===== config.mk =====
export PLATFORM = sky130hd
export DESIGN_NAME = instr_reg_arbiter_flat
export DESIGN_NICKNAME = d
export VERILOG_FILES = /design/src/rtl/instr_reg_arbiter_if.sv /design/src/rtl/instr_reg_arbiter.sv /design/src/flat_wrapper.sv
export SDC_FILE = /design/constraint.sdc
export NUM_CORES = 1
export LEC_CHECK = 0
export ABC_AREA = 1
export BUFFER_PORTS_ARGS = -buffer_cell sky130_fd_sc_hd__buf_4
export CAP_MARGIN = 5
export CORE_ASPECT_RATIO = 0.9
export CORE_UTILIZATION = 36
export DETAILED_ROUTE_END_ITERATION = 7
export PLACE_DENSITY = 0.58
export SYNTH_ARGS = -nofsm -noshare
export SYNTH_HDL_FRONTEND = slang
export SYNTH_SLANG_ARGS = --single-unit

===== constraint.sdc =====
create_clock -name clk -period 3.6 [get_ports clk]
set_clock_uncertainty 0.2 [all_clocks]
set_input_delay 0.18 -clock clk [delete_from_list [all_inputs] [get_ports clk]]
set_output_delay 0.18 -clock clk [all_outputs]
set_load 0.01 [all_outputs]

===== src/rtl/instr_reg_arbiter_if.sv =====
// ---------------------------------------------------------------------------
// instr_reg_arbiter_if
// Bundle of every handshake, payload, register-write and read-sequencing
// signal of instr_reg_arbiter. Only clk and reset_n stay outside it.
//
//   master : requester / environment side (drives requests and payloads)
//   slave  : arbiter side (drives ready, register write port and read status)
//
// Signals
//   req_valid[1:0] / req_ready[1:0] : write handshake, bit 0 = A, bit 1 = B
//   a_*/b_* payloads                 : opcode (OPW) and two signed 32-bit operands
//   load_en, write_pointer, opcode,
//   operand_a, operand_b             : register-file write port
//   rd_req, rd_addr                  : read request
//   read_pointer, rd_valid, rd_err   : read sequencing
//   full, count                      : occupancy
// ---------------------------------------------------------------------------
interface instr_reg_arbiter_if #(
  parameter int DEPTH = 32,
  parameter int OPW   = 4
);
  localparam int PW = $clog2(DEPTH);

  logic [1:0]         req_valid;
  logic [1:0]         req_ready;
  logic [OPW-1:0]     a_opcode;
  logic [OPW-1:0]     b_opcode;
  logic signed [31:0] a_operand_a;
  logic signed [31:0] a_operand_b;
  logic signed [31:0] b_operand_a;
  logic signed [31:0] b_operand_b;

  logic               load_en;
  logic [PW-1:0]      write_pointer;
  logic [OPW-1:0]     opcode;
  logic signed [31:0] operand_a;
  logic signed [31:0] operand_b;

  logic               rd_req;
  logic [PW-1:0]      rd_addr;
  logic [PW-1:0]      read_pointer;
  logic               rd_valid;
  logic               rd_err;

  logic               full;
  logic [PW:0]        count;

  modport master (
    output req_valid, a_opcode, b_opcode,
           a_operand_a, a_operand_b, b_operand_a, b_operand_b,
           rd_req, rd_addr,
    input  req_ready, load_en, write_pointer, opcode, operand_a, operand_b,
           read_pointer, rd_valid, rd_err, full, count
  );

  modport slave (
    input  req_valid, a_opcode, b_opcode,
           a_operand_a, a_operand_b, b_operand_a, b_operand_b,
           rd_req, rd_addr,
    output req_ready, load_en, write_pointer, opcode, operand_a, operand_b,
           read_pointer, rd_valid, rd_err, full, count
  );
endinterface


===== src/rtl/instr_reg_arbiter.sv =====
// ---------------------------------------------------------------------------
// instr_reg_arbiter
// Two-requester round-robin arbiter in front of an instruction register
// file. The granted payload is registered and presented on the write port
// (load_en pulse, write_pointer = allocation pointer) one cycle after
// acceptance. A written-mask tracks which locations have ever been loaded
// so that reads of never-written locations are flagged with rd_err.
//
// Ports
//   clk     : sole clock, rising edge
//   reset_n : asynchronous active-low reset
//   bus     : instr_reg_arbiter_if.slave (handshake, payloads, write port,
//             read request/status, occupancy)
//
// Configuration
//   INSTR_ARB_WRAP_EN : when defined the arbiter never stalls on full; the
//                       allocation pointer wraps and overwrites the oldest
//                       entry, count saturates at DEPTH and full is only a
//                       status flag. When undefined, req_ready drops to 00
//                       once full and stays there until reset.
// ---------------------------------------------------------------------------
module instr_reg_arbiter #(
  parameter int DEPTH = 32,
  parameter int OPW   = 4
) (
  input logic               clk,
  input logic               reset_n,
  instr_reg_arbiter_if.slave bus
);

  localparam int PW = $clog2(DEPTH);
  localparam int CW = PW + 1;
  localparam logic [CW-1:0] DEPTH_CNT = CW'(DEPTH);
  localparam logic [PW-1:0] LAST_PTR  = PW'(DEPTH - 1);

  // Last-grant encoding: which requester won the most recent arbitration.
  localparam logic LG_A = 1'b0;
  localparam logic LG_B = 1'b1;

  // Round-robin pick among valid requesters; last_b says B won last time.
  function automatic logic [1:0] rr_pick(input logic [1:0] valid, input logic last_b);
    logic [1:0] pick;
    case (valid)
      2'b01:   pick = 2'b01;
      2'b10:   pick = 2'b10;
      2'b11:   pick = last_b ? 2'b01 : 2'b10;
      default: pick = 2'b00;
    endcase
    return pick;
  endfunction

  // ---------------------------------------------------------------------
  // State
  // ---------------------------------------------------------------------
  logic               load_en_q,       load_en_d;
  logic [PW-1:0]      write_pointer_q, write_pointer_d;
  logic [OPW-1:0]     opcode_q,        opcode_d;
  logic signed [31:0] operand_a_q,     operand_a_d;
  logic signed [31:0] operand_b_q,     operand_b_d;
  logic [PW-1:0]      wptr_q,          wptr_d;
  logic [CW-1:0]      count_q,         count_d;
  logic               full_q,          full_d;
  logic [DEPTH-1:0]   mask_q,          mask_d;
  logic               last_grant_q,    last_grant_d;
  logic [PW-1:0]      read_pointer_q,  read_pointer_d;
  logic               rd_pend_q,       rd_pend_d;
  logic               rd_pend_err_q,   rd_pend_err_d;
  logic               rd_valid_q,      rd_valid_d;
  logic               rd_err_q,        rd_err_d;

  logic [1:0]         grant_s;
  logic               accept_s;
  logic               stall_s;
  logic               rd_hit_s;

  // Full-stall policy selected at build time.
`ifdef INSTR_ARB_WRAP_EN
  assign stall_s = 1'b0;
`else
  assign stall_s = full_q;
`endif

  // Grant generation. reset_n gates the grant directly so that req_ready
  // is 00 for the whole time reset is held, not just from the next edge.
  always_comb begin
    grant_s = 2'b00;
    if (!reset_n) begin
      grant_s = 2'b00;
    end else if (stall_s) begin
      grant_s = 2'b00;
    end else begin
      grant_s = rr_pick(bus.req_valid, last_grant_q);
    end
  end

  assign accept_s = |grant_s;

  // Location is readable if already written, or being written this very
  // cycle (the write commits before the read data is sampled).
  always_comb begin
    rd_hit_s = mask_q[bus.rd_addr];
    if (accept_s && (wptr_q == bus.rd_addr)) begin
      rd_hit_s = 1'b1;
    end else begin
      rd_hit_s = mask_q[bus.rd_addr];
    end
  end

  // Write-side next state: payload capture, pointer, count, mask, last grant.
  always_comb begin
    load_en_d       = accept_s;
    write_pointer_d = write_pointer_q;
    opcode_d        = opcode_q;
    operand_a_d     = operand_a_q;
    operand_b_d     = operand_b_q;
    wptr_d          = wptr_q;
    count_d         = count_q;
    mask_d          = mask_q;
    last_grant_d    = last_grant_q;
    if (accept_s) begin
      write_pointer_d = wptr_q;
      if (grant_s[1]) begin
        opcode_d     = bus.b_opcode;
        operand_a_d  = bus.b_operand_a;
        operand_b_d  = bus.b_operand_b;
        last_grant_d = LG_B;
      end else begin
        opcode_d     = bus.a_opcode;
        operand_a_d  = bus.a_operand_a;
        operand_b_d  = bus.a_operand_b;
        last_grant_d = LG_A;
      end
      if (wptr_q == LAST_PTR) begin
        wptr_d = {PW{1'b0}};
      end else begin
        wptr_d = wptr_q + PW'(1);
      end
      if (count_q != DEPTH_CNT) begin
        count_d = count_q + CW'(1);
      end else begin
        count_d = count_q;
      end
      mask_d[wptr_q] = 1'b1;
    end else begin
      write_pointer_d = write_pointer_q;
    end
    full_d = (count_d == DEPTH_CNT);
  end

  // Read-side next state: two-stage pipeline, pointer then valid/error.
  always_comb begin
    read_pointer_d = read_pointer_q;
    rd_pend_d      = 1'b0;
    rd_pend_err_d  = 1'b0;
    if (bus.rd_req) begin
      read_pointer_d = bus.rd_addr;
      rd_pend_d      = 1'b1;
      rd_pend_err_d  = ~rd_hit_s;
    end else begin
      read_pointer_d = read_pointer_q;
    end
    rd_valid_d = rd_pend_q;
    rd_err_d   = rd_pend_q & rd_pend_err_q;
  end

  // State registers; reset also drops any write or read in flight.
  always_ff @(posedge clk or negedge reset_n) begin
    if (!reset_n) begin
      load_en_q       <= 1'b0;
      write_pointer_q <= {PW{1'b0}};
      opcode_q        <= {OPW{1'b0}};
      operand_a_q     <= 32'sd0;
      operand_b_q     <= 32'sd0;
      wptr_q          <= {PW{1'b0}};
      count_q         <= {CW{1'b0}};
      full_q          <= 1'b0;
      mask_q          <= {DEPTH{1'b0}};
      last_grant_q    <= LG_B;
      read_pointer_q  <= LAST_PTR;
      rd_pend_q       <= 1'b0;
      rd_pend_err_q   <= 1'b0;
      rd_valid_q      <= 1'b0;
      rd_err_q        <= 1'b0;
    end else begin
      load_en_q       <= load_en_d;
      write_pointer_q <= write_pointer_d;
      opcode_q        <= opcode_d;
      operand_a_q     <= operand_a_d;
      operand_b_q     <= operand_b_d;
      wptr_q          <= wptr_d;
      count_q         <= count_d;
      full_q          <= full_d;
      mask_q          <= mask_d;
      last_grant_q    <= last_grant_d;
      read_pointer_q  <= read_pointer_d;
      rd_pend_q       <= rd_pend_d;
      rd_pend_err_q   <= rd_pend_err_d;
      rd_valid_q      <= rd_valid_d;
      rd_err_q        <= rd_err_d;
    end
  end

  assign bus.req_ready     = grant_s;
  assign bus.load_en       = load_en_q;
  assign bus.write_pointer = write_pointer_q;
  assign bus.opcode        = opcode_q;
  assign bus.operand_a     = operand_a_q;
  assign bus.operand_b     = operand_b_q;
  assign bus.read_pointer  = read_pointer_q;
  assign bus.rd_valid      = rd_valid_q;
  assign bus.rd_err        = rd_err_q;
  assign bus.full          = full_q;
  assign bus.count         = count_q;

endmodule


===== src/flat_wrapper.sv =====
// flat-port wrapper written by rule: the top's interface ports become plain ports
module instr_reg_arbiter_flat 
#(
  parameter int DEPTH = 32,
  parameter int OPW   = 4
)
  (clk, reset_n, bus_req_valid, bus_a_opcode, bus_b_opcode, bus_a_operand_a, bus_a_operand_b, bus_b_operand_a, bus_b_operand_b, bus_rd_req, bus_rd_addr, bus_req_ready, bus_load_en, bus_write_pointer, bus_opcode, bus_operand_a, bus_operand_b, bus_read_pointer, bus_rd_valid, bus_rd_err, bus_full, bus_count);
  instr_reg_arbiter_if #(.DEPTH(DEPTH), .OPW(OPW)) bus_i ();
  input logic clk;
  input logic reset_n;
  input wire logic [$bits(bus_i.req_valid)-1:0] bus_req_valid;
  input wire logic [$bits(bus_i.a_opcode)-1:0] bus_a_opcode;
  input wire logic [$bits(bus_i.b_opcode)-1:0] bus_b_opcode;
  input wire logic [$bits(bus_i.a_operand_a)-1:0] bus_a_operand_a;
  input wire logic [$bits(bus_i.a_operand_b)-1:0] bus_a_operand_b;
  input wire logic [$bits(bus_i.b_operand_a)-1:0] bus_b_operand_a;
  input wire logic [$bits(bus_i.b_operand_b)-1:0] bus_b_operand_b;
  input wire logic [$bits(bus_i.rd_req)-1:0] bus_rd_req;
  input wire logic [$bits(bus_i.rd_addr)-1:0] bus_rd_addr;
  output wire logic [$bits(bus_i.req_ready)-1:0] bus_req_ready;
  output wire logic [$bits(bus_i.load_en)-1:0] bus_load_en;
  output wire logic [$bits(bus_i.write_pointer)-1:0] bus_write_pointer;
  output wire logic [$bits(bus_i.opcode)-1:0] bus_opcode;
  output wire logic [$bits(bus_i.operand_a)-1:0] bus_operand_a;
  output wire logic [$bits(bus_i.operand_b)-1:0] bus_operand_b;
  output wire logic [$bits(bus_i.read_pointer)-1:0] bus_read_pointer;
  output wire logic [$bits(bus_i.rd_valid)-1:0] bus_rd_valid;
  output wire logic [$bits(bus_i.rd_err)-1:0] bus_rd_err;
  output wire logic [$bits(bus_i.full)-1:0] bus_full;
  output wire logic [$bits(bus_i.count)-1:0] bus_count;
  assign bus_i.req_valid = bus_req_valid;
  assign bus_i.a_opcode = bus_a_opcode;
  assign bus_i.b_opcode = bus_b_opcode;
  assign bus_i.a_operand_a = bus_a_operand_a;
  assign bus_i.a_operand_b = bus_a_operand_b;
  assign bus_i.b_operand_a = bus_b_operand_a;
  assign bus_i.b_operand_b = bus_b_operand_b;
  assign bus_i.rd_req = bus_rd_req;
  assign bus_i.rd_addr = bus_rd_addr;
  assign bus_req_ready = bus_i.req_ready;
  assign bus_load_en = bus_i.load_en;
  assign bus_write_pointer = bus_i.write_pointer;
  assign bus_opcode = bus_i.opcode;
  assign bus_operand_a = bus_i.operand_a;
  assign bus_operand_b = bus_i.operand_b;
  assign bus_read_pointer = bus_i.read_pointer;
  assign bus_rd_valid = bus_i.rd_valid;
  assign bus_rd_err = bus_i.rd_err;
  assign bus_full = bus_i.full;
  assign bus_count = bus_i.count;
  instr_reg_arbiter #(.DEPTH(DEPTH), .OPW(OPW)) u_core (.clk(clk), .reset_n(reset_n), .bus(bus_i));
endmodule

# Yosys cells after proc, flatten, opt, wreduce, memory -nomap -nowiden
# Index checks and enable logic that the tools add are counted.
# Widths: inputs -> output; s select.
dict set report op_classes {
  n_addsub 2
  order_cmp 3
  n_eq_ne 7
  n_mux 18
  bitwise_logic 3
  reduce_logical 3
}
# operator n
set ops {}
lappend ops {{$mux 32} 2}
lappend ops {{$or 32x32->32} 1}
lappend ops {{$lt 5x6->1 const B} 2}
lappend ops {{$mux 6} 2}
lappend ops {{$add 6x1->6 const B} 1}
lappend ops {{$eq 6x6->1 const B} 1}
lappend ops {{$mux 1} 6}
lappend ops {{$mux 2} 3}
lappend ops {{$ne 6x6->1 const B} 1}
lappend ops {{$pmux 2 s3} 1}
lappend ops {{$add 5x1->5 const B} 1}
lappend ops {{$bmux 1 s5} 1}
lappend ops {{$demux 1 s5} 1}
lappend ops {{$eq 5x5->1} 1}
lappend ops {{$eq 5x5->1 const B} 1}
lappend ops {{$ge 5x1->1 const B} 1}
lappend ops {{$mux 5} 1}
lappend ops {{$eq 2x2->1 const B} 2}
lappend ops {{$mux 4} 1}
lappend ops {{$eq 2x1->1 const B} 1}
lappend ops {{$logic_and 1x1->1} 2}
lappend ops {{$reduce_or 2->1} 1}
lappend ops {{$and 1x1->1} 1}
lappend ops {{$not 1->1} 1}
dict set report word_totals {
  ff_bits 128
  output_inout_bits 90
}

# Logic depth before layout (Yosys ltp)
# Gate-level depths: netlist (run 1).
dict set report logic_depth {
  word_depth 9
  mapped_depth 11
  depth_no_buf 9
}

# Least setup slack after synthesis (run 1)
# Ideal clock, no wire load.
dict set report synth_path {
  path_type {register to register}
  startpoint {reg u_core.wptr_q[0]}
  endpoint {reg u_core.wptr_q[3]}
  setup_ns 0.124
  arrival_ns 1.353
  path_slack_ns 1.923
  stages_incl_launch_ff 9
  n_path_buf 1
  period_less_slack_ns 1.677
  path_cell_list {dfrtp_1 > ha_1 > clkbuf_1 > inv_1 > nor2_1 > ha_1 > inv_1 > o22ai_1 > a21oi_1}
}
dict set report synth_between {
  elab_chain_cells 2
}
# element line_no
set synth_rtl {}
lappend synth_rtl {{start: declaration} instr_reg_arbiter.sv:60} ;# logic [PW-1:0] wptr_q, wptr_d;
lappend synth_rtl {{start signal: assignment} instr_reg_arbiter.sv:174} ;# wptr_q <= {PW{1'b0}};
lappend synth_rtl {{start signal: assignment} instr_reg_arbiter.sv:190} ;# wptr_q <= wptr_d;
lappend synth_rtl {{$add 5x1->5 / $eq 5x5->1 (equally long branches)} {instr_reg_arbiter.sv:136, instr_reg_arbiter.sv:133}}
lappend synth_rtl {{$mux 5 *} instr_reg_arbiter.sv:133} ;# if (wptr_q == LAST_PTR) begin
# Mark *: on every way between the ends. The rest lies on a longest branch, timed or not.
# A chain may end at the register's enable or synchronous reset.

# Final worst setup path (run 1)
dict set report layout_path {
  startpoint {in reset_n}
  endpoint {reg u_core.operand_b_q[1], in the netlist u_core.bus.operand_b[1]}
}
dict set report layout_between {
  elab_chain_cells 2
}
# element line_no
set layout_rtl {}
lappend layout_rtl {{start: declaration} flat_wrapper.sv:10} ;# input logic reset_n;
lappend layout_rtl {{$mux 2 *} instr_reg_arbiter.sv:87} ;# if (!reset_n) begin
lappend layout_rtl {{$mux 32 / $reduce_or 2->1 (equally long branches)} {instr_reg_arbiter.sv:122, instr_reg_arbiter.sv:96}}
lappend layout_rtl {{end signal: assignment} instr_reg_arbiter.sv:189} ;# operand_b_q <= operand_b_d;
lappend layout_rtl {{end: declaration} instr_reg_arbiter.sv:59} ;# logic signed [31:0] operand_b_q, operand_b_d;
# Marks and branches as above.

==> metrics.txt, run 1 <==
Mapped Area 0.005932 mm²; layout net count 1233; die area 0.01700 mm²; Worst-path clk slew 0.06 ns; TritonCTS Sinks 128; run status completed; vias in the first global route 6182; total power 5.750 mW; vias 6125; HPWL Detailed 12610 µm; setup violators final 0; antenna violations before repair 0; GPL Wtd Cong 0.8001; Setup Buffers After CTS 0; PwrDens 589.5 mW/mm²; max frequency 347.5 MHz; final hold slack 0.02777 ns; num rows 44; adder-cell share of the synthesized area 1.476%; Max-cap violations 0; Placeable Area 0.01613 mm²; max incr delay on CP 0.56 ns; Detail Route Antenna Nets 0; Arrival @ worst endpoint 3.03 ns; H-tree Lvls 4; IO Port Bufs 235; area grow syn2layout 64.44%; Mean Syn Cell Area 8.193 µm²; CP Max Fanout 36; DR vias/cell 4.715; CTS Root Cell clkbuf_16; fraction of synthesized cell area in xor and xnor cells 1.181%; area of the multi-input gates 0.002291 mm²; CP most frequent cell dlygate4sd3_1; Slew HR 48.59%; Worst Path Required 3.76 ns; max-slew violations 0; Synth Net Count 877; # IOs 236; crit share post-route 79.94%; CTS max path bufs 2; critical path startpoint category input port; RSZ-0062 raised after global routing no; post-synthesis compound-gate area fraction 10.21%; sequential cell area 0.003211 mm²; Post-Synth Simple-Gate Area 25.63%; clk_lat worst skew 0.42 ns; CP Buf/Inv Count 4; synth unique cells 30; share of the yosys chip area belonging to registers 54.12%; FILL cells 1427; total routed wirelength 19350 µm; slowest cell on the critical path a21oi_4; CTS tree done; Die W 137.3 µm; DR iter-0 viols 360; largest net degree at the start of global routing 83; final hold violation count 0; n_diodes 0; layout cells sized above 1 25.92%; Crit. End Element register; hold_buf cts 140; gr usage total 24.05%; mux contribution to synthesized area 0%; DR WL/cell 14.90 µm; number of synthesis warnings 0; #FFs+latches synth 128; TritonRoute pass-1 iters 5; Initial Utilization 36.77%; reg2reg start u_core.bus.full; grt total ovfl 0; critical path depth 8; CP Cell Sequence dlygate4sd3_1, buf_6, nand2_1, a21oi_4, buf_4, nor2_1, a31oi_1, dlygate4sd3_1; Residual DRC 0; cell family with most CP delay buffers and inverters; largest family of logic cells by synthesized area simple AND/OR/NAND/NOR gates; crit path time final 2.878 ns; Worst Setup SP reset_n; Resized cells post-CTS 0; P_leak 4.652 nW; R2R cell count 7; Worst Tran Pin Value 0.7712 ns; first-pass GRT wire length 30940 µm; critical path class input port to register; Worst Hold Class input port to asynchronous set/reset pin; total CTS buffers 17; Synth Instances 724; setup tns final 0 ns; worst vdd ir 0.3695 mV; Die H 123.8 µm
-- per-layer routing --
layer	vias to the layer above	part of all wire, %	GRT usage [%]
met5	-	0	0
met1	2869	42	28.58
met3	28	6.8	7.570
met4	0	1.9	8.654
met2	177	49	40.88
li1	3051	-	-
-- layout make-up --
class / count / share of cell area (%)
clock buffer: 24 / 4.938
clock inverter: 7 / 0.6157
inverter: 56 / 2.155
multi-input combinational: 494 / 23.49
sequential: 128 / 32.91
tap: 207 / 2.655
timing repair buffer: 383 / 33.23
-- cells in the mapped netlist (all sizes together) --
cell type | number | area share [%]
xnor2 | 1 | 0.15
buf | 31 | 2.9
a31oi | 68 | 7.2
inv | 55 | 3.5
a211oi | 1 | 0.13
ha | 7 | 1.5
nand3 | 59 | 5.1
xor2 | 7 | 1.0
nor2 | 88 | 5.6
nand4 | 2 | 0.21
a22oi | 1 | 0.13
o211ai | 1 | 0.13
dfstp | 6 | 2.7
a21oi | 9 | 0.82
a31o | 1 | 0.15
nand2 | 225 | 14
o21ai | 15 | 1.3
nor3 | 6 | 0.51
clkinv | 1 | 0.063
o22ai | 1 | 0.11
o31ai | 2 | 0.25
clkbuf | 15 | 0.95
dfrtp | 122 | 51
-- cells by family (layout without fill, tap and decap cells) --
kind of cell	after synthesis	count (layout)
buffers and inverters	102	470
DFF	128	128
adders and majority gates	7	7
xor gates and xnor gates	8	8
and+or+nand+nor	380	380
AOI/OAI and AO/OA	99	99
-- stage by stage --
stage | instances | worst slack [ns] | util, % | instance area (µm²)
after floorplan | 724 | 1.923 | - | 5932
after global placement | 1128 | 1.406 | 48.43 | 7811
after detailed placement | 1128 | 1.382 | 48.43 | 7811
after CTS | 1299 | 0.7197 | 60.47 | 9754
after global routing | 1299 | 0.4605 | 60.47 | 9754
final | 1299 | 0.7221 | 60.47 | 9754
-- report_power, final --
part	switching (mW)	leakage [nW]	internal (mW)
clock	0.606	0.273	0.992
combinational	1.01	3.01	1.10
sequential	0.260	1.37	1.78
-- cells in the final DEF, fill, tap and decap left out --
master / synthesis / final
a211oi_1: 1 / 1
a21oi_1: 8 / 8
a21oi_4: 0 / 1
a22oi_1: 1 / 1
a31o_2: 1 / 1
a31oi_1: 68 / 68
buf_12: 0 / 1
buf_4: 4 / 241
buf_6: 1 / 1
bufinv_16: 0 / 1
clkbuf_1: 15 / 4
clkbuf_16: 0 / 17
clkbuf_8: 0 / 3
clkinv_1: 1 / 1
clkinv_2: 0 / 6
dfrtp_1: 122 / 122
dfstp_2: 6 / 6
dlygate4sd3_1: 0 / 140
ha_1: 7 / 7
inv_1: 53 / 53
inv_2: 2 / 2
nand2_1: 225 / 225
nand3_1: 58 / 58
nand3_2: 1 / 1
nand4_1: 2 / 2
nor2_1: 87 / 87
nor2_2: 1 / 1
nor3_1: 6 / 6
o211ai_1: 1 / 1
o21ai_0: 14 / 14
o21ai_2: 1 / 1
o22ai_1: 1 / 1
o31ai_1: 2 / 2
xnor2_1: 1 / 1
xor2_1: 7 / 7
-- flip-flops by register name, indices dropped and copies added, names as in the netlist, 4 cells and up --
name                      flops
u_core.bus.count              6
u_core.bus.opcode             4
u_core.bus.operand_a         32
u_core.bus.operand_b         32
u_core.bus.read_pointer       5
u_core.bus.write_pointer      5
u_core.mask_q                32
u_core.wptr_q                 5
-- worst paths after layout --
check | slack, ns | end
worst min register to register | 0.17 | u_core.bus.rd_valid
max in group asynchronous | 1.58 | u_core.mask_q[5]
worst min-delay path | 0.03 | u_core.bus.operand_b[21]
min in group clk | 0.03 | u_core.bus.read_pointer[2]
worst max register to register | 0.96 | u_core.bus.operand_b[1]
worst max-delay path | 0.72 | u_core.bus.operand_b[1]
Power figures use the tool's default switching activity.
==> run 2: changes to the inputs <==
--- a/config.mk
+++ b/config.mk
@@ -5,13 +5,13 @@
 export SDC_FILE = /design/constraint.sdc
 export NUM_CORES = 1
 export LEC_CHECK = 0
-export ABC_AREA = 1
+export ABC_AREA = 0
 export BUFFER_PORTS_ARGS = -buffer_cell sky130_fd_sc_hd__buf_4
 export CAP_MARGIN = 5
 export CORE_ASPECT_RATIO = 0.9
 export CORE_UTILIZATION = 36
 export DETAILED_ROUTE_END_ITERATION = 7
-export PLACE_DENSITY = 0.58
+export PLACE_DENSITY = 0.61
 export SYNTH_ARGS = -nofsm -noshare
 export SYNTH_HDL_FRONTEND = slang
 export SYNTH_SLANG_ARGS = --single-unit
==> constraint.sdc (replaced) <==
create_clock -name clk -period 2.4 [get_ports clk]
set_clock_uncertainty 0.2 [all_clocks]
set_input_delay 0.12 -clock clk [delete_from_list [all_inputs] [get_ports clk]]
set_output_delay 0.12 -clock clk [all_outputs]
set_load 0.01 [all_outputs]
==> run 2 against run 1 <==
Worst hold slack improved by 0.0091 ns. Sequential cell count unchanged. Critical path depth decreased by 2. Design area increased by 3.4%. Register-to-register slack got worse by 0.89 ns. Cell count decreased by 7.3%. Count of clock-buffer cells in the layout decreased by 2. Via count increased by 1.1%. Sequential share of layout area decreased by 1.1 points.
==> metrics.txt, run 2 <==
Comb power frac 28.0%; Sw Share 29.38%; Placeable Area 0.01555 mm²; Mean Syn Cell Area 9.446 µm²; Synth top cells by count nand2_1 (168), dfrtp_1 (122), nor2_1 (74); CTS tree done; CP Cell Sequence nand2_1, nand3_4, buf_12, nand2_1, a31oi_1, dlygate4sd3_1; setup tns final 0 ns; Die W 135.7 µm; Worst Hold Class input port to register; most common cell after layout, fill and taps aside buf_4; vias in the first global route 6385; crit share post-route 97.24%; CP Buf/Inv Count 2; critical path startpoint category register; Residual DRC 0; final hold violation count 0; first-pass GRT wire length 32580 µm; clock share of power 35.1%; share of the yosys chip area belonging to registers 55.45%; DR top layer met4; TritonCTS Sinks 128; Net Switching 2.460 mW; slowest cell on the critical path dlygate4sd3_1; Post-synth EDFFs 0; asr flop ratio synth 100.0%; grt total ovfl 0; # IOs 236; Die H 122.3 µm; Detail Route Antenna Nets 0; total CTS buffers 17; Primary FF master, synth dfrtp_1; Worst Path Required 2.56 ns; Max-cap violations 0; antenna violations before repair 1; Initial Utilization 37.24%; commonest non-fill, non-tap cells in the layout buf_4 (236), nand2_1 (168), dlygate4sd3_1 (147); largest cells by area after synthesis dfrtp_1 (53%), nand2_1 (11%), a31oi_1 (7.5%), nor2_1 (4.8%), o21bai_1 (3.2%); Arrival @ worst endpoint 2.49 ns; critical path class register to register; Crit. End Element register; number of synthesis warnings 0; Synth Instances 613; CTS Root Cell clkbuf_16; Internal 5.914 mW; Hold Path Sink u_core.bus.read_pointer[2]; Synth Net Count 766; critical path depth 6; max incr delay on CP 0.57 ns; largest net degree at the start of global routing 129; max frequency 428.5 MHz; Mapped Area 0.005791 mm²; Slew HR 54.55%; worst hold stages 2; hold_sp bus_rd_addr[2]; #FFs+latches synth 128; layout cells sized above 1 30.57%; Worst-path clk slew 0.06 ns; met3 wire length 1493 µm; routed wl met2 10160 µm; total power 8.374 mW; reg2reg setup slack 0.07 ns; crit path time final 2.334 ns; Post-Synth Simple-Gate Area 19.47%; area grow syn2layout 74.14%; H-tree Lvls 4; TritonRoute pass-1 iters 6; Worst Setup SP u_core.last_grant_q; Worst Tran Pin Value 0.6818 ns; die area 0.01660 mm²; clk_lat worst skew 0.41 ns; GPL Wtd Cong 0.8307; P_leak 4.669 nW; IO Port Bufs 235; post-synthesis compound-gate area fraction 15.02%; gr usage total 25.77%; top-area cell type share of the netlist area 52.72%; CP most frequent cell nand2_1; CTS max path bufs 2; fraction of synthesized cell area in xor and xnor cells 1.361%; DR vias/cell 5.144; Seq pwr share 36.9%; setup violators final 0; reg2reg start u_core.last_grant_q; synth unique cells 47; count leader, synth nand2_1; Met1 Wirelength 8379 µm; HPWL Detailed 12430 µm; adder-cell share of the synthesized area 1.513%; run status completed; largest family of logic cells by synthesized area simple AND/OR/NAND/NOR gates; mux contribution to synthesized area 3.933%; max-slew violations 0; vias 6193; total routed wirelength 21130 µm; PwrDens 830.5 mW/mm²; cell taking the most area after synthesis dfrtp_1; cell family with most CP delay buffers and inverters; layout net count 1141; num rows 43; R2R cell count 6; DR WL/cell 17.55 µm; r2r endpoint u_core.bus.opcode[0]; DR iter-0 viols 451; worst vdd ir 0.5436 mV; CP Max Fanout 64
==> run 2: worst max-delay path by stage <==
stage	to	slack (ns)
after floorplan	u_core.bus.count[1]	0.52
after global placement	u_core.bus.full	0.51
after detailed placement	u_core.bus.full	0.43
after CTS	u_core.bus.operand_b[19]	0.02
after global routing	u_core.bus.operand_b[9]	-0.005
final	u_core.bus.opcode[0]	0.07
==> run 2: cell type report <==
class	instances	area (µm²)
multi-input combinational	440	2414
sequential	128	3211
clock buffer	22	464.2
antenna	1	2.502
timing repair inverter	2	17.52
inverter	7	55.05
fill	1142	5465
timing repair buffer	392	3461
tap	202	252.7
clock inverter	10	206.4
==> run 2: metrics by stage <==
stage | hold WS (ns) | cells | utilization [%] | worst slack [ns] | area [µm²]
after global routing | 0.02223 | 1204 | 64.85 | -0.004555 | 10080
after detailed placement | 0.1047 | 1019 | 50.04 | 0.4284 | 7780
after floorplan | -0.3756 | 613 | - | 0.5226 | 5791
after CTS | 0.01031 | 1198 | 63.81 | 0.01923 | 9922
after global placement | 0.1037 | 1019 | 50.04 | 0.5062 | 7780
final | 0.03684 | 1204 | 64.85 | 0.06624 | 10080
==> run 2: cell families (layout without fill, tap and decap cells) <==
family | count (synthesis) | count (layout)
AO/OA/AOI/OAI | 128 | 128
multiplexers | 22 | 22
flip-flops | 128 | 128
adder cells (fa/ha/maj) | 7 | 7
other | 0 | 1
XOR/XNOR | 9 | 9
buffers and inverters | 45 | 433
AND/OR/NAND/NOR | 274 | 274
==> run 2: metal layers <==
metal / vias to the layer above / track usage (%)
li1: 2850 / -
met1: 2970 / 31.05
met2: 306 / 40.40
met3: 67 / 6.939
met4: 0 / 17.49
met5: - / 0
==> run 2: power by group through the flow <==
stage	registers [mW]	clock network, mW	logic (mW)
after floorplan	3.11	0	0.996
after global placement	3.07	0	1.99
after detailed placement	3.10	0	2.03
after CTS	3.07	2.99	2.26
after global routing	3.16	3.09	2.55
final	3.09	2.94	2.35
==> run 2: repair_timing <==
item,4_1_cts,5_1_grt
gates resized for setup,0,12
hold buffers,147,0
setup endpoints to repair,0,15
endpoints found under the hold margin,198,0
buffers inserted,0,0
==> run 3: changes to the inputs <==
--- a/config.mk
+++ b/config.mk
@@ -12,6 +12,7 @@
 export CORE_UTILIZATION = 36
 export DETAILED_ROUTE_END_ITERATION = 7
 export PLACE_DENSITY = 0.61
+export REMOVE_ABC_BUFFERS = 1
 export SYNTH_ARGS = -nofsm -noshare
 export SYNTH_HDL_FRONTEND = slang
 export SYNTH_SLANG_ARGS = --single-unit
==> run 3 against run 2 <==
Worst hold slack gained 0.013 ns. Clock power is 20% lower. Count of clock-buffer cells in the layout is 3 higher. Core utilization shrank 2.2 points. Routed wire length is 7.5% lower.
==> metrics.txt, run 3 (synthesized netlist as in run 2, its figures left out) <==
max-slew violations 0; Die H 122.3 µm; setup tns final 0 ns; largest net degree at the start of global routing 67; final setup margin 0.2375 ns; Placeable Area 0.01555 mm²; commonest non-fill, non-tap cells in the layout buf_4 (242), nand2_1 (168), dlygate4sd3_1 (145); Worst Tran Pin Value 0.8052 ns; CP Max Fanout 33; r2r endpoint u_core.bus.operand_a[14]; vias 6030; critical path startpoint category register; Slew HR 46.32%; final hold slack 0.04939 ns; Initial Utilization 37.24%; Setup WS pre-CTS 0.3324 ns; antenna violations before repair 0; total routed wirelength 19540 µm; layout cells sized above 1 30.09%; final hold violation count 0; Worst-path clk slew 0.05 ns; max frequency 462.4 MHz; num rows 43; gr usage total 24.67%; total CTS buffers 17; total power 7.649 mW; reg2reg start u_core.bus.full; n_diodes 0; layout net count 1137; Detail Route Antenna Nets 0; reg2reg setup slack 0.31 ns; critical path class register to primary output; GPL Wtd Cong 0.8601; HPWL Detailed 12830 µm; DR vias/cell 5.029; first-pass GRT wire length 31310 µm; Setup Buffers After CTS 0; worst vdd ir 0.5146 mV; PwrDens 784.9 mW/mm²; crit share post-route 90.11%; clk_lat worst skew 0.40 ns; vias in the first global route 6379; P_leak 4.542 nW; Die W 135.7 µm; most common cell after layout, fill and taps aside buf_4; RSZ-0062 raised after global routing no; Util after Layout 62.68%; die area 0.01660 mm²; Crit. End Element primary output; Worst Hold Class input port to register; Design Area, Final 0.009746 mm²; worst hold stages 2; crit path time final 2.163 ns; setup violators final 0; Hold Path Sink u_core.bus.read_pointer[2]; TritonRoute pass-1 iters 4; Worst Path Required 2.08 ns; DR WL/cell 16.30 µm; dpl cell area 0.007752 mm²; area grow syn2layout 68.30%; DR iter-0 viols 391; Cells after DPL 1022; TritonCTS Sinks 128; CTS Root Cell clkbuf_16; hold_sp bus_rd_addr[2]; grt total ovfl 0; Arrival @ worst endpoint 1.84 ns; IO Port Bufs 235; Residual DRC 0; CTS tree done; CTS max path bufs 2; Cell Count, Final, Fillers Out 1199; R2R cell count 6; H-tree Lvls 4; Max-cap violations 0; run status completed; # IOs 236
[run 3: repair_timing]
action	CTS	global route
endpoints found under the hold margin	135	0
hold buffers	145	0
endpoints found under the setup margin	0	54
gates resized for setup	0	1
[run 3: worst max-delay path by stage]
stage                          startpoint                       end  slack, ns  cells past startpoint
final                     u_core.bus.full          bus_req_ready[1]       0.24                      5
after global routing      u_core.bus.full          bus_req_ready[1]       0.11                      5
after CTS                         reset_n   u_core.bus.operand_a[5]       0.20                      4
after detailed placement  u_core.bus.full  u_core.bus.operand_a[27]       0.33                      6
after global placement    u_core.bus.full  u_core.bus.operand_b[24]       0.43                      6
after floorplan           u_core.bus.full      u_core.bus.opcode[0]      -1.87                      5
[run 3: critical path, stage by stage (launching register included)]
cell and delay (ns):
dfrtp_1 0.37, and2b_1 0.30, nand3_2 0.16, inv_2 0.08
buf_4 0.33, buf_4 0.19
[run 3: layout make-up]
type / instances / area (µm²)
sequential: 128 / 3211
inverter: 7 / 28.78
multi-input combinational: 440 / 2396
clock inverter: 7 / 62.56
clock buffer: 25 / 475.5
timing repair buffer: 390 / 3319
fill: 1226 / 5803
tap: 202 / 252.7
[run 3: power breakdown]
group | leakage (nW) | internal [mW] | switching (mW)
sequential | 1.49 | 2.66 | 0.424
combinational | 2.79 | 1.17 | 1.05
clock | 0.265 | 1.47 | 0.876
[run 3: metal layers]
layer  vias up  track usage (%)  part of all wire (%)
met5         -                0                     0
met4         0            13.34                   4.6
met3        60            7.146                   6.2
met2       237            42.25                    49
met1      2895            27.71                    40
li1       2838                -                     -
